[src/rtl/fht_pkg.sv]
// Shared types and helpers for the FHT address generator: FSM state encoding,
// stage/bank size derivation and a width-generic bit reversal.
package fht_pkg;

  typedef enum logic [1:0] {
    IDLE  = 2'd0,
    READ  = 2'd1,
    DRAIN = 2'd2,
    DONE  = 2'd3
  } fsm_t;

  function automatic int stage_count(input int a_bit);
    return a_bit + 2;
  endfunction

  function automatic int bank_words(input int a_bit);
    return 1 << a_bit;
  endfunction

  localparam int DEF_A_BIT = 8;
  localparam int N_STAGE   = stage_count(DEF_A_BIT);
  localparam int BANK_SIZE = bank_words(DEF_A_BIT);

  // Reverses the low 'width' bits of value; the LSB ends up at bit width-1.
  function automatic logic [31:0] bitrev(input logic [31:0] value, input int width);
    logic [31:0] res;
    logic [31:0] v;
    res = '0;
    v   = value;
    for (int i = 0; i < 32; i++) begin
      if (i < width) begin
        res = {res[30:0], v[0]};
        v   = v >> 1;
      end
    end
    return res;
  endfunction

endpackage

[src/rtl/fht_addr_delay.sv]
// Hold-able PIPE_LAT-deep delay line carrying the four bank read addresses
// and their valid tag from the read side to the write side.
module fht_addr_delay
  import fht_pkg::*;
#(
  parameter int A_BIT    = 8,
  parameter int PIPE_LAT = 4
) (
  input  logic                  clk,
  input  logic                  rst_n,
  input  logic                  hold,
  input  logic                  in_valid,
  input  logic [3:0][A_BIT-1:0] in_addr,
  output logic                  out_valid,
  output logic [3:0][A_BIT-1:0] out_addr
);

  logic [PIPE_LAT-1:0]   valid_sr;
  logic [3:0][A_BIT-1:0] addr_sr [PIPE_LAT];

  always_ff @(posedge clk or negedge rst_n) begin
    if (!rst_n) begin
      valid_sr <= '0;
      for (int i = 0; i < PIPE_LAT; i++) begin
        addr_sr[i] <= '0;
      end
    end else if (!hold) begin
      valid_sr[0] <= in_valid;
      addr_sr[0]  <= in_addr;
      for (int i = 1; i < PIPE_LAT; i++) begin
        valid_sr[i] <= valid_sr[i-1];
        addr_sr[i]  <= addr_sr[i-1];
      end
    end
  end

  assign out_valid = valid_sr[PIPE_LAT-1];
  assign out_addr  = addr_sr[PIPE_LAT-1];

endmodule

[src/rtl/fht_addr_gen.sv]
// FHT stage sequencer: per-bank read/write addresses, twiddle address and
// ping-pong write enables. Optional FHT_PERF_CNT_EN adds the oCYCLES counter.
module fht_addr_gen
  import fht_pkg::*;
#(
  parameter int A_BIT    = 8,
  parameter int PIPE_LAT = 4,
  parameter int STG_BIT  = $clog2(A_BIT + 2)
) (
  input  logic               iCLK,
  input  logic               iRESET,
  input  logic               iSTART,
  input  logic               iHOLD,
  output logic [STG_BIT-1:0] oSTAGE,
  output logic               oST_ZERO,
  output logic               oST_LAST,
  output logic [A_BIT-1:0]   oADDR_RD_0,
  output logic [A_BIT-1:0]   oADDR_RD_1,
  output logic [A_BIT-1:0]   oADDR_RD_2,
  output logic [A_BIT-1:0]   oADDR_RD_3,
  output logic [A_BIT-1:0]   oADDR_WR_0,
  output logic [A_BIT-1:0]   oADDR_WR_1,
  output logic [A_BIT-1:0]   oADDR_WR_2,
  output logic [A_BIT-1:0]   oADDR_WR_3,
  output logic [A_BIT-1:0]   oADDR_COEF,
  output logic               oWE_A,
  output logic               oWE_B,
  output logic               oSOURCE_DATA,
  output logic               oRDY,
  output logic               oDONE
`ifdef FHT_PERF_CNT_EN
  ,
  output logic [31:0]        oCYCLES
`endif
);

  localparam int NUM_STAGES = stage_count(A_BIT);
  localparam int BANK_DEPTH = bank_words(A_BIT);
  localparam logic [A_BIT-1:0]   T_LAST = A_BIT'(BANK_DEPTH - 1);
  localparam logic [STG_BIT-1:0] S_LAST = STG_BIT'(NUM_STAGES - 1);
  localparam logic [3:0]         D_LAST = 4'(PIPE_LAT - 1);
  localparam logic [3:0]         D_PEN  = (PIPE_LAT > 1) ? 4'(PIPE_LAT - 2) : 4'd0;

  fsm_t                  state, state_nxt;
  logic [A_BIT-1:0]      t, t_nxt;
  logic [STG_BIT-1:0]    s, s_nxt;
  logic [3:0]            d, d_nxt;
  logic                  busy, held;

  logic [A_BIT:0]        span, span_m1;
  logic [A_BIT-1:0]      mask, r, base, mirror, coef_nxt;
  logic [STG_BIT:0]      shamt;
  logic [3:0][A_BIT-1:0] rd_nxt, rd, wr;
  logic [A_BIT-1:0]      coef;
  logic                  rd_valid, wr_valid;

  assign busy = (state != IDLE);
  assign held = iHOLD && ((state == READ) || (state == DRAIN));

  // The DONE cycle doubles as the last drain slot of the final stage, so the
  // last write lands while oDONE is high and busy time stays stages*(depth+lat).
  always_comb begin
    state_nxt = state;
    t_nxt     = t;
    s_nxt     = s;
    d_nxt     = d;
    case (state)
      IDLE: begin
        if (iSTART) begin
          state_nxt = READ;
          t_nxt     = '0;
          s_nxt     = '0;
          d_nxt     = '0;
        end
      end
      READ: begin
        if (!held) begin
          if (t == T_LAST) begin
            t_nxt     = '0;
            d_nxt     = '0;
            state_nxt = ((s == S_LAST) && (PIPE_LAT == 1)) ? DONE : DRAIN;
          end else begin
            t_nxt = t + A_BIT'(1);
          end
        end
      end
      DRAIN: begin
        if (!held) begin
          if ((s == S_LAST) && (d == D_PEN)) begin
            state_nxt = DONE;
          end else if (d == D_LAST) begin
            state_nxt = READ;
            s_nxt     = s + STG_BIT'(1);
            t_nxt     = '0;
          end else begin
            d_nxt = d + 4'd1;
          end
        end
      end
      DONE: begin
        state_nxt = IDLE;
        s_nxt     = '0;
      end
      default: state_nxt = IDLE;
    endcase
  end

  always_ff @(posedge iCLK or negedge iRESET) begin
    if (!iRESET) begin
      state <= IDLE;
      t     <= '0;
      s     <= '0;
      d     <= '0;
    end else begin
      state <= state_nxt;
      t     <= t_nxt;
      s     <= s_nxt;
      d     <= d_nxt;
    end
  end

  // Addresses are computed from the next (s,t) so the registered value is
  // valid during the READ cycle that owns it.
  always_comb begin
    span     = '0;
    span_m1  = '0;
    mask     = '0;
    r        = '0;
    base     = '0;
    mirror   = '0;
    coef_nxt = '0;
    shamt    = '0;
    rd_nxt   = '0;
    if (s_nxt == '0) begin
      for (int k = 0; k < 4; k++) begin
        rd_nxt[k] = A_BIT'(bitrev(32'(t_nxt), A_BIT));
      end
    end else begin
      span      = (A_BIT+1)'(1) << (s_nxt - STG_BIT'(1));
      span_m1   = span - (A_BIT+1)'(1);
      mask      = span_m1[A_BIT-1:0];
      r         = t_nxt & mask;
      base      = t_nxt & ~mask;
      mirror    = (span[A_BIT-1:0] - r) & mask;
      rd_nxt[0] = t_nxt;
      rd_nxt[1] = t_nxt;
      rd_nxt[2] = base | mirror;
      rd_nxt[3] = base | mirror;
      if (s_nxt > STG_BIT'(1)) begin
        shamt    = (STG_BIT+1)'(A_BIT + 1) - {1'b0, s_nxt};
        coef_nxt = r << shamt;
      end
    end
  end

  always_ff @(posedge iCLK or negedge iRESET) begin
    if (!iRESET) begin
      rd       <= '0;
      coef     <= '0;
      rd_valid <= 1'b0;
    end else if (!held) begin
      rd_valid <= (state_nxt == READ);
      if (state_nxt == READ) begin
        rd   <= rd_nxt;
        coef <= coef_nxt;
      end
    end
  end

  fht_addr_delay #(
    .A_BIT    (A_BIT),
    .PIPE_LAT (PIPE_LAT)
  ) u_delay (
    .clk       (iCLK),
    .rst_n     (iRESET),
    .hold      (held),
    .in_valid  (rd_valid),
    .in_addr   (rd),
    .out_valid (wr_valid),
    .out_addr  (wr)
  );

  assign oSTAGE       = s;
  assign oST_ZERO     = busy && (s == '0);
  assign oST_LAST     = busy && (s == S_LAST);
  assign oADDR_RD_0   = rd[0];
  assign oADDR_RD_1   = rd[1];
  assign oADDR_RD_2   = rd[2];
  assign oADDR_RD_3   = rd[3];
  assign oADDR_WR_0   = wr[0];
  assign oADDR_WR_1   = wr[1];
  assign oADDR_WR_2   = wr[2];
  assign oADDR_WR_3   = wr[3];
  assign oADDR_COEF   = coef;
  assign oWE_A        = wr_valid && !held && s[0];
  assign oWE_B        = wr_valid && !held && !s[0];
  assign oSOURCE_DATA = ~s[0];
  assign oRDY         = (state == IDLE);
  assign oDONE        = (state == DONE);

`ifdef FHT_PERF_CNT_EN
  always_ff @(posedge iCLK or negedge iRESET) begin
    if (!iRESET) begin
      oCYCLES <= '0;
    end else if ((state == IDLE) && iSTART) begin
      oCYCLES <= '0;
    end else if (busy && (oCYCLES != '1)) begin
      oCYCLES <= oCYCLES + 32'd1;
    end
  end
`endif

endmodule

[config.mk]
export PLATFORM = sky130hd
export DESIGN_NAME = fht_addr_gen
export DESIGN_NICKNAME = d
export VERILOG_FILES = /design/src/rtl/fht_pkg.sv /design/src/rtl/fht_addr_delay.sv /design/src/rtl/fht_addr_gen.sv
export SDC_FILE = /design/constraint.sdc
export NUM_CORES = 1
export LEC_CHECK = 0
export BUFFER_PORTS_ARGS = -buffer_cell sky130_fd_sc_hd__buf_2
export CORE_ASPECT_RATIO = 1.2
export CORE_MARGIN = 2
export CORE_UTILIZATION = 30
export CTS_CLUSTER_DIAMETER = 60
export CTS_CLUSTER_SIZE = 25
export DETAILED_ROUTE_END_ITERATION = 7
export GPL_TIMING_DRIVEN = 0
export PLACE_DENSITY = 0.52
export SETUP_SLACK_MARGIN = 0.3
export SLEW_MARGIN = 20
export SYNTH_ARGS = -nofsm -noshare
export SYNTH_HDL_FRONTEND = slang
export SYNTH_SLANG_ARGS = --single-unit
[constraint.sdc]
create_clock -name iCLK -period 5.1 [get_ports iCLK]
set_input_delay 0.51 -clock iCLK [delete_from_list [all_inputs] [get_ports iCLK]]
set_output_delay 0.51 -clock iCLK [all_outputs]
set_load 0.005 [all_outputs]
Yosys cells after proc, flatten, opt, wreduce, memory -nomap -nowiden:

Index checks and enable logic that the tools add are counted.

* register bits: 191
* latch bits: 0
* RAM bits: 0
* ROM bits: 0
* bits of input ports: 4
* output and inout port bits: 83
* memories kept: 0

* add/sub/neg operators: 7
* multiply operators: 0
* div/mod/pow operators: 0
* order comparisons: 1
* equal/unequal tests: 14
* shift operators: 2
* mux-type cells: 29
* bitwise logic cells: 7
* reduce and logical (&&, ||, !) cells: 17

Operator list (count)
* $mux W8: 8
* $mux W4: 10
* $mux W32: 1
* $and A8 B8 Y8: 3
* $pmux W4 S3: 2
* $pmux W8 S3: 1
* $mux W2: 6
* $ne A2 B2 Y1 const B: 5
* $add A4 B1 Y4 const B: 2
* $add A8 B1 Y8 const B: 1
* $eq A4 B2 Y1 const B: 2
* $eq A8 B8 Y1 const B: 1
* $logic_not A4 Y1: 2
* $not A8 Y8: 1
* $or A8 B8 Y8: 1
* $pmux W2 S4: 1
* $shl A1 B4 Y8 const A: 1
* $shl A8 B5 Y8: 1
* $sub A8 B1 Y8 const B: 1
* $sub A8 B8 Y8: 1
* $logic_and A1 B1 Y1: 7
* $reduce_and A7 Y1: 1
* $sub A4 B4 Y5 const A: 1
* $eq A2 B1 Y1 const B: 2
* other kinds (12): 15

Depth between registers and ports, before layout:

Gate-level depths: netlist of run 1.

* word-level depth: 13
* depth in mapped cells: 23
* mapped depth without buffers: 21

Modules after synthesis:

From an unflattened synthesis of run 1, not the netlist that was laid out.

* cell total of the unflattened synthesis: 725
* area total of the unflattened synthesis: 8884.8 sq um

Modules (own cells, without submodules)
* fht_addr_delay: times used 1, cells each 311, area an instance 5471.5 sq um, sequential area each 3303.2 sq um
* fht_addr_gen: times used 1, cells each 414, area an instance 3413.3 sq um, sequential area each 1076.0 sq um

Least setup slack after synthesis of run 1:

Ideal clock, no wire load.

* path type: register -> register
* start: reg state[0]
* end: reg rd (netlist bit oADDR_RD_2[7])
* data arrival time: 5371 ps
* required time: 4990 ps
* slack: -381 ps
* stages on the path, launching flop included: 23
* clock period less this slack: 5481 ps
* cell sequence: dfrtp_1 > inv_1 > ha_1 > a211o_1 > o21ai_0 > nor3b_1 > nor3_2 > buf_2 > ha_1 > nor4bb_1 > nand4_1 > o211a_1 > a21o_1 > a21oi_4 > nand3_1 > ha_1 > or2_2 > ha_1 > a21boi_0 > o31ai_1 > o31ai_4 > and4b_1 > o41ai_1

* word-level cells in the longest chain between the ends: 13

RTL lines
* start, declared: RTL line fht_addr_gen.sv:44 `fsm_t state, state_nxt;`
* start signal, assigned: RTL line fht_addr_gen.sv:115 `state <= state_nxt;`
* $eq A2 B1 Y1 / $eq A2 B2 Y1 (equally long branches): RTL line fht_addr_gen.sv:58, fht_addr_gen.sv:67
* $logic_or A1 B1 Y1: RTL line fht_addr_gen.sv:58 `assign held = iHOLD && ((state == READ) || (state == DRAIN));`
* $logic_and A1 B1 Y1: RTL line fht_addr_gen.sv:58
* $mux W4: RTL line fht_addr_gen.sv:88 `if (!held) begin`
* $pmux W4 S3: RTL line fht_addr_gen.sv:67 `case (state)`
* $sub A4 B1 Y4: RTL line fht_addr_gen.sv:139 `span = (A_BIT+1)'(1) << (s_nxt - STG_BIT'(1));`
* $shl A1 B4 Y8: RTL line fht_addr_gen.sv:139
* $sub A8 B1 Y8: RTL line fht_addr_gen.sv:140 `span_m1 = span - (A_BIT+1)'(1);`
* $and A8 B8 Y8: RTL line fht_addr_gen.sv:142 `r = t_nxt & mask;`
* $sub A8 B8 Y8: RTL line fht_addr_gen.sv:144 `mirror = (span[A_BIT-1:0] - r) & mask;`
* $and A8 B8 Y8: RTL line fht_addr_gen.sv:144
* $or A8 B8 Y8: RTL line fht_addr_gen.sv:147 `rd_nxt[2] = base | mirror;`
* $mux W32: RTL line fht_addr_gen.sv:134 `if (s_nxt == '0) begin`
* end signal, assigned: RTL line fht_addr_gen.sv:164 `rd <= rd_nxt;`
* end, declared: RTL line fht_addr_gen.sv:53 `logic [3:0][A_BIT-1:0] rd_nxt, rd, wr;`

Several ways; a longest one is shown, not always the timed one.
A chain may end at the register's enable or synchronous reset.

Final worst setup path of run 1:

* start: reg state[1]
* end: reg rd (netlist bit oADDR_RD_2[7])

The elaborated chain is that of the path after synthesis.

==> metrics.txt, run 1 <==
CP endpoint kind flop; Yosys reg bits 111; Synth async-reset ratio 100%; Startpoint Class flop; area share of the largest cell type after synthesis 44.1%; post-DR vias/cell 4.79; Max-Cap Viols 0; worst skew pair latency 0.36 ns; critical path class flop to flop; first-pass GRT wire length 27500 um; fin nets 894; largest net degree at the start of global routing 57; syn_area_per_cell 8.37 um2; Comb power frac 45.4%; final WL 17300 um; crit path max fanout 4; Yosys cell types 81; # IOs 87; Net Count, Synth 772; Max Fclk 209 MHz; Clk pwr share 19.0%; vias in the first global route 5147; Tmin final 4.79 ns; xor/xnor share of the synthesized area 1.39%; clock root buffer clkbuf_16; Synth area leader dfrtp_1; hpwl dp 12700 um; Diodes inserted 0; initial detailed-routing violation count 337; worst hold margin 0.105 ns; Seq pwr share 35.6%; Fin Clk Skew 0.00682 ns; CTS max path bufs 2; DRC Markers 0; drt wl/cell 15.1 um; Layout area overhead 24.9%; Rel. slew slack 36.9%; final slew viol count 0; simple-gate share of the synthesized area 25.0%; Net Sw Frac 38.8%; Die Wd 136 um; final hold violations 0; Netlist Area Pre-Place 6300 um2; P_leak 3.98 nW; initial antenna violation count 0; die area 22200 um2; Post-Syn Instances 752; Port-buffer cells 86; sequential cell area fraction in the yosys report 44.1%; Die Y-Extent 163 um; Total Power 0.00386 W; RSZ-0062 raised after global routing yes; fin crit share 94.0%; Ys Warns 0; share of layout cells above drive strength 1 26.9%; largest family of logic cells by synthesized area simple AND/OR/NAND/NOR gates; Peak supply drop 206 uV; switching power 0.00150 W; Row Count 58; outcome finished clean; Core ar. 20800 um2; Synth Flop Type dfrtp_1; Finish-stage setup viols 0; critical path required time 5.36 ns; Power Density 491 nW/um2; gpl congestion 0.861; CTS buffer count 9; starting density of the core 30.3%; multiplexer area fraction after synthesis 0.179%; clock sinks 111; Post-synth EDFFs 0; GRT Util Overall 15.9%; commonest cells after routing, fill and taps aside nand2_1, dfrtp_1, buf_2, buf_4, nor2_1; P_int 0.00236 W; # H-tree levels 3; Remaining Overflow, GRT 0; HP Class primary input to async pin; Post-DRT Antenna Nets 0; clock-pin slew on the worst setup and hold paths 0.08 ns; FILL cells 2196; TritonRoute pass-1 iters 5; commonest non-fill, non-tap cell in the layout nand2_1; compound-cell area share of the yosys netlist 16.6%; synth top area cells dfrtp_1, nand2_1, buf_4, ha_1, nor2_1; Synth Area in Adders 3.30%; CTS tree yes; WP data arrival 5.06 ns; vias 5493; actual slew at the worst max-slew pin 0.938 ns
-- cell usage after synthesis, types with 7 or more instances --
library cell  number
nand2_1          251
dfrtp_1          111
buf_4             48
nor2_1            46
o21ai_0           34
clkbuf_1          30
a21oi_1           28
inv_1             22
ha_1              15
nor3_1            12
nand4_1            7
xnor2_1            7
-- final timing paths --
| check | startpoint | endpoint | slack [ns] | cells past startpoint |
|---|---|---|---|---|
| setup reg to reg | state[1]$_DFF_PN0_ | oADDR_RD_2[7]$_DFFE_PN0P_ | 0.31 | 22 |
| hold reg to reg | u_delay.addr_sr[82]$_DFFE_PN0N_ | u_delay.addr_sr[82]$_DFFE_PN0N_ | 0.47 | 2 |
| min in group iCLK | u_delay.addr_sr[82]$_DFFE_PN0N_ | u_delay.addr_sr[82]$_DFFE_PN0N_ | 0.47 | 2 |
| setup / recovery | state[1]$_DFF_PN0_ | oADDR_RD_2[7]$_DFFE_PN0P_ | 0.31 | 22 |
| max in group asynchronous | iRESET | oADDR_COEF[4]$_DFFE_PN0P_ | 4.32 | 2 |
| hold / removal | iRESET | u_delay.out_addr[28]$_DFFE_PN0N_ | 0.10 | 1 |
-- stage by stage --
| stage | worst slack (ns) | utilization [%] | instance area (um2) | instances | setup TNS (ns) |
|---|---|---|---|---|---|
| finish | 0.306 | 37.9 | 7860 | 1147 | 0 |
| global route | 0.106 | 37.9 | 7860 | 1147 | 0 |
| CTS | 0.269 | 37.0 | 7670 | 1137 | 0 |
| detailed placement | -0.363 | 34.6 | 7170 | 1109 | -1.62 |
| global placement | -0.320 | 34.4 | 7140 | 1108 | -1.36 |
| floorplan | 0.290 | - | 6370 | 752 | 0 |
-- kinds of logic after synthesis --
kind of cell / after synthesis
AND/OR/NAND/NOR: 364
AO/OA/AOI/OAI: 143
flip-flops: 111
buffers and inverters: 107
adder cells (fa/ha/maj): 16
XOR/XNOR: 10
multiplexers: 1
-- what timing repair did --
item | 4_1_cts | 5_1_grt
buffers inserted | 14 | 10
hold buffers | 0 | 0
gates resized for setup | 19 | 31
pin swaps | 15 | 26
setup endpoints to repair | 11 | 9
-- flip-flops by register name, indices dropped and copies added, names as in the netlist --
signal / flops
u_delay.addr_sr: 48
u_delay.out_addr: 16
oADDR_COEF: 8
oADDR_RD_0: 8
oADDR_RD_2: 8
t: 8
d: 4
oSTAGE: 4
u_delay.valid_sr: 4
state: 2
rd_valid: 1
-- critical path, stage by stage (launching register included) --
cell and delay (ns):
dfrtp_1 0.42, inv_2 0.12, ha_4 0.23, a211o_4 0.36
o21ai_4 0.15, nor3b_2 0.08, nor3_2 0.24, buf_6 0.15
ha_4 0.14, nor4bb_4 0.18, nand4_1 0.13, o211a_4 0.19
a21o_4 0.23, a21oi_4 0.19, nand3_2 0.13, ha_4 0.25
or2_4 0.26, ha_4 0.22, a21boi_4 0.14, o31ai_4 0.33
o31ai_4 0.10, and4b_1 0.20, o41ai_2 0.25
-- metal layers --
| layer | vias to the layer above | wire (um) | global-route usage [%] |
|---|---|---|---|
| li1 | 2739 | - | - |
| met1 | 2623 | 7570 | 20.2 |
| met5 | - | 0 | 0 |
| met2 | 113 | 8740 | 28.0 |
| met4 | 0 | 309 | 4.69 |
| met3 | 18 | 717 | 1.87 |
-- area by class of cell --
class / count / area (um2) / share of cell area [%]
buffer: 83 / 523 / 6.65
sequential: 111 / 2780 / 35.4
multi-input combinational: 534 / 3190 / 40.5
clock buffer: 10 / 239 / 3.04
clock inverter: 4 / 55.1 / 0.700
inverter: 24 / 90.1 / 1.15
timing repair buffer: 111 / 652 / 8.29
tap: 270 / 338 / 4.30
-- power groups by stage --
stage | registers (W) | logic [W] | clock network, W
floorplan | 0.00133 | 0.00110 | 0
global placement | 0.00139 | 0.00158 | 0
detailed placement | 0.00140 | 0.00161 | 0
CTS | 0.00138 | 0.00169 | 0.000754
global route | 0.00142 | 0.00197 | 0.000784
finish | 0.00137 | 0.00175 | 0.000734
(Power assumes the default switching activity.)
==> run 2, diff against run 1 <==
Settings changed: PLACE_DENSITY 0.52 to 0.51, SYNTH_HIERARCHICAL set to 1.
==> run 2 against run 1 <==
Synthesized cell count fell by 3.6%. Critical endpoint is now oADDR_RD_2[5]$_DFFE_PN0P_. Worst setup slack gained 0.057 ns. Highest routed layer unchanged. Critical path depth increased by 1. Worst hold slack worse by 0.024 ns. Final area is 40% higher. Final cell count rose by 10%. Critical path type unchanged. Synthesized area rose by 41%. First-iteration DRC count decreased by 16%. Sequential share of layout area increased by 4.6 points. Clock power grew 78%. Largest cell class is now registers. Fmax is 1.2% higher. Clock skew is 0.0066 ns higher.
==> metrics.txt, run 2 <==
outcome finished clean; first-pass GRT wire length 33700 um; family with the most delay on the worst path compound AO/OA/AOI/OAI gates; final hold violations 0; Synth async-reset ratio 100%; Diodes inserted 0; final slew viol count 0; final instance area 11000 um2; Synth area leader dfrtp_1; initial detailed-routing violation count 284; final core occ 37.4%; Net Count, Synth 745; P_int 0.00376 W; CTS max path bufs 2; Port-buffer cells 86; starting density of the core 30.3%; critical path class flop to flop; vias in the first global route 5815; Tmin final 4.74 ns; GRT Util Overall 14.0%; Post-Syn Instances 725; DRC Markers 0; Post-DRT Antenna Nets 0; die area 31000 um2; top-count cell post-synth dfrtp_1; Die Wd 161 um; Buf+Inv Stages, Crit Path 4; cell repeated most along the worst path ha_4; worst-path cell chain inv_2 -> ha_4 -> a211o_4 -> o311ai_4 -> and3_4 -> buf_8 -> clkbuf_16 -> ha_4 -> nand2_2 -> a21o_4 -> a31oi_4 -> o22ai_4 -> or3_4 -> ha_4 -> nor2_4 -> inv_4 -> ha_4 -> nand4_1 -> a21oi_2 -> nor3_2 -> a21oi_2 -> a211oi_2 -> a211o_1; Die Y-Extent 193 um; Placed Area 9920 um2; commonest cells after routing, fill and taps aside dfrtp_1, buf_2, buf_4, mux2_4, mux2_2; vias 5959; clock sinks 175; Sum Neg Setup Slack 0 ns; Core ar. 29400 um2; final WL 21000 um; crit path max fanout 4; # IOs 87; drt wl/cell 16.6 um; CTS buffer count 17; TritonRoute pass-1 iters 4; largest net degree at the start of global routing 96; syn_area_per_cell 12.3 um2; share of layout cells above drive strength 1 46.5%; Net Sw Frac 34.2%; initial antenna violation count 0; switching power 0.00195 W; sequential cell area fraction in the yosys report 49.3%; Yosys cell types 82; commonest non-fill, non-tap cell in the layout dfrtp_1; area share of the largest cell type after synthesis 49.3%; Yosys reg bits 175; Clk pwr share 23.0%; WP data arrival 5.04 ns; RSZ-0062 raised after global routing yes; Max Fclk 211 MHz; fin nets 882; Remaining Overflow, GRT 0; CTS Hold Bufs 0; Post-synth EDFFs 0; Seq pwr share 37.6%; fin crit share 92.9%; CTS tree yes; crit-path max cell delay 0.42 ns; Row Count 69; Layout area overhead 23.5%; Peak supply drop 236 uV; Synth Flop Type dfrtp_1; Post-synth top cells dfrtp_1, mux2_4, mux2_2, buf_4, nand2_1; CP max-delay cell dfrtp_1; Largest Register u_delay/addr_sr; # H-tree levels 4; post-DR vias/cell 4.71; Ys Warns 6; Fin Clk Skew 0.0135 ns; Netlist Area Pre-Place 8880 um2; worst skew pair latency 0.43 ns; worst hold margin 0.0803 ns; synth top area cells dfrtp_1, mux2_4, mux2_2, buf_4, ha_1; Startpoint Class flop; CP endpoint kind flop; hpwl dp 14700 um; HP Class primary input to async pin; P_leak 5.34 nW; clock root buffer clkbuf_16; Max-Cap Viols 0; Rel. slew slack 31.9%; R2R setup slack 0.36 ns; Power Density 520 nW/um2; Total Power 0.00571 W; critical path required time 5.41 ns; actual slew at the worst max-slew pin 1.01 ns; clock-pin slew on the worst setup and hold paths 0.07 ns; Finish-stage setup viols 0; max FFs per register 96; Comb power frac 39.4%; gpl congestion 0.852
run 2: cell count changes after synthesis, sizes merged, moves of 4 or more:
cell,delta
a21o,+5
a21oi,-4
buf,+17
clkbuf,-21
dfrtp,+64
mux2,+131
nand2,-206
nand4,+5
nor2,-5
o31ai,+4
or2,-4
run 2: repair_timing:
item                                    in CTS  in global routing
pin swaps                                   10                 18
gates cloned                                 0                  0
endpoints found under the setup margin      11                  9
setup buffers                               13                 18
resized for setup                           22                 26
run 2: through the flow:
step / setup WS, ns / std cells
6_report: 0.363 / 1265
5_1_grt: 0.186 / 1265
4_1_cts: 0.290 / 1247
3_5_place_dp: -0.419 / 1202
3_3_place_gp: -0.359 / 1201
2_1_floorplan: 0.326 / 725
run 2: logic make-up (layout without fill, tap and decap cells):
group | after synthesis | count (layout) | share of synthesized area (%)
simple gates | 155 | 155 | 8.80
compound gates | 137 | 137 | 11.1
fa+ha+maj | 16 | 16 | 2.34
xor+xnor | 7 | 7 | 0.690
flops | 175 | 175 | 49.3
buf+inv | 100 | 250 | 7.29
mux | 135 | 135 | 20.4
run 2: worst paths after layout:
path | start | to | depth (start not counted)
max | state[0]$_DFF_PN0_ | oADDR_RD_2[5]$_DFFE_PN0P_ | 23
min | iRESET | oADDR_COEF[0]$_DFFE_PN0P_ | 1
max reg2reg | state[0]$_DFF_PN0_ | oADDR_RD_2[5]$_DFFE_PN0P_ | 23
min reg2reg | oADDR_COEF[2]$_DFFE_PN0P_ | oADDR_COEF[2]$_DFFE_PN0P_ | 2
max in group asynchronous | iRESET | u_delay/addr_sr[110]$_DFFE_PN0N_ | 2
min in group iCLK | iSTART | state[1]$_DFF_PN0_ | 4
run 2: layout make-up:
class / count / area, um2
clock buffers: 18 / 439
well taps: 390 / 488
multi-input cells: 450 / 4090
plain buffers: 79 / 623
inverters: 21 / 81.3
flip-flops and latches: 175 / 4380
repair buffers: 118 / 701
fillers: 2906 / 18400
clock inverters: 14 / 173
run 2: power groups by stage:
stage,logic [W],clock network [W],registers [W]
after floorplan,0.00157,0,0.00206
after global placement,0.00209,0,0.00217
after detailed placement,0.00211,0,0.00219
after CTS,0.00221,0.00136,0.00216
after global routing,0.00246,0.00141,0.00222
final,0.00225,0.00131,0.00215
run 2: layer usage:
layer / GRT usage (%) / routed length [um] / share of wire [%]
met2: 23.3 / 10300 / 49
met4: 4.02 / 246 / 1.2
met1: 18.9 / 9840 / 47
met5: 0 / 0 / 0
met3: 2.04 / 575 / 2.7
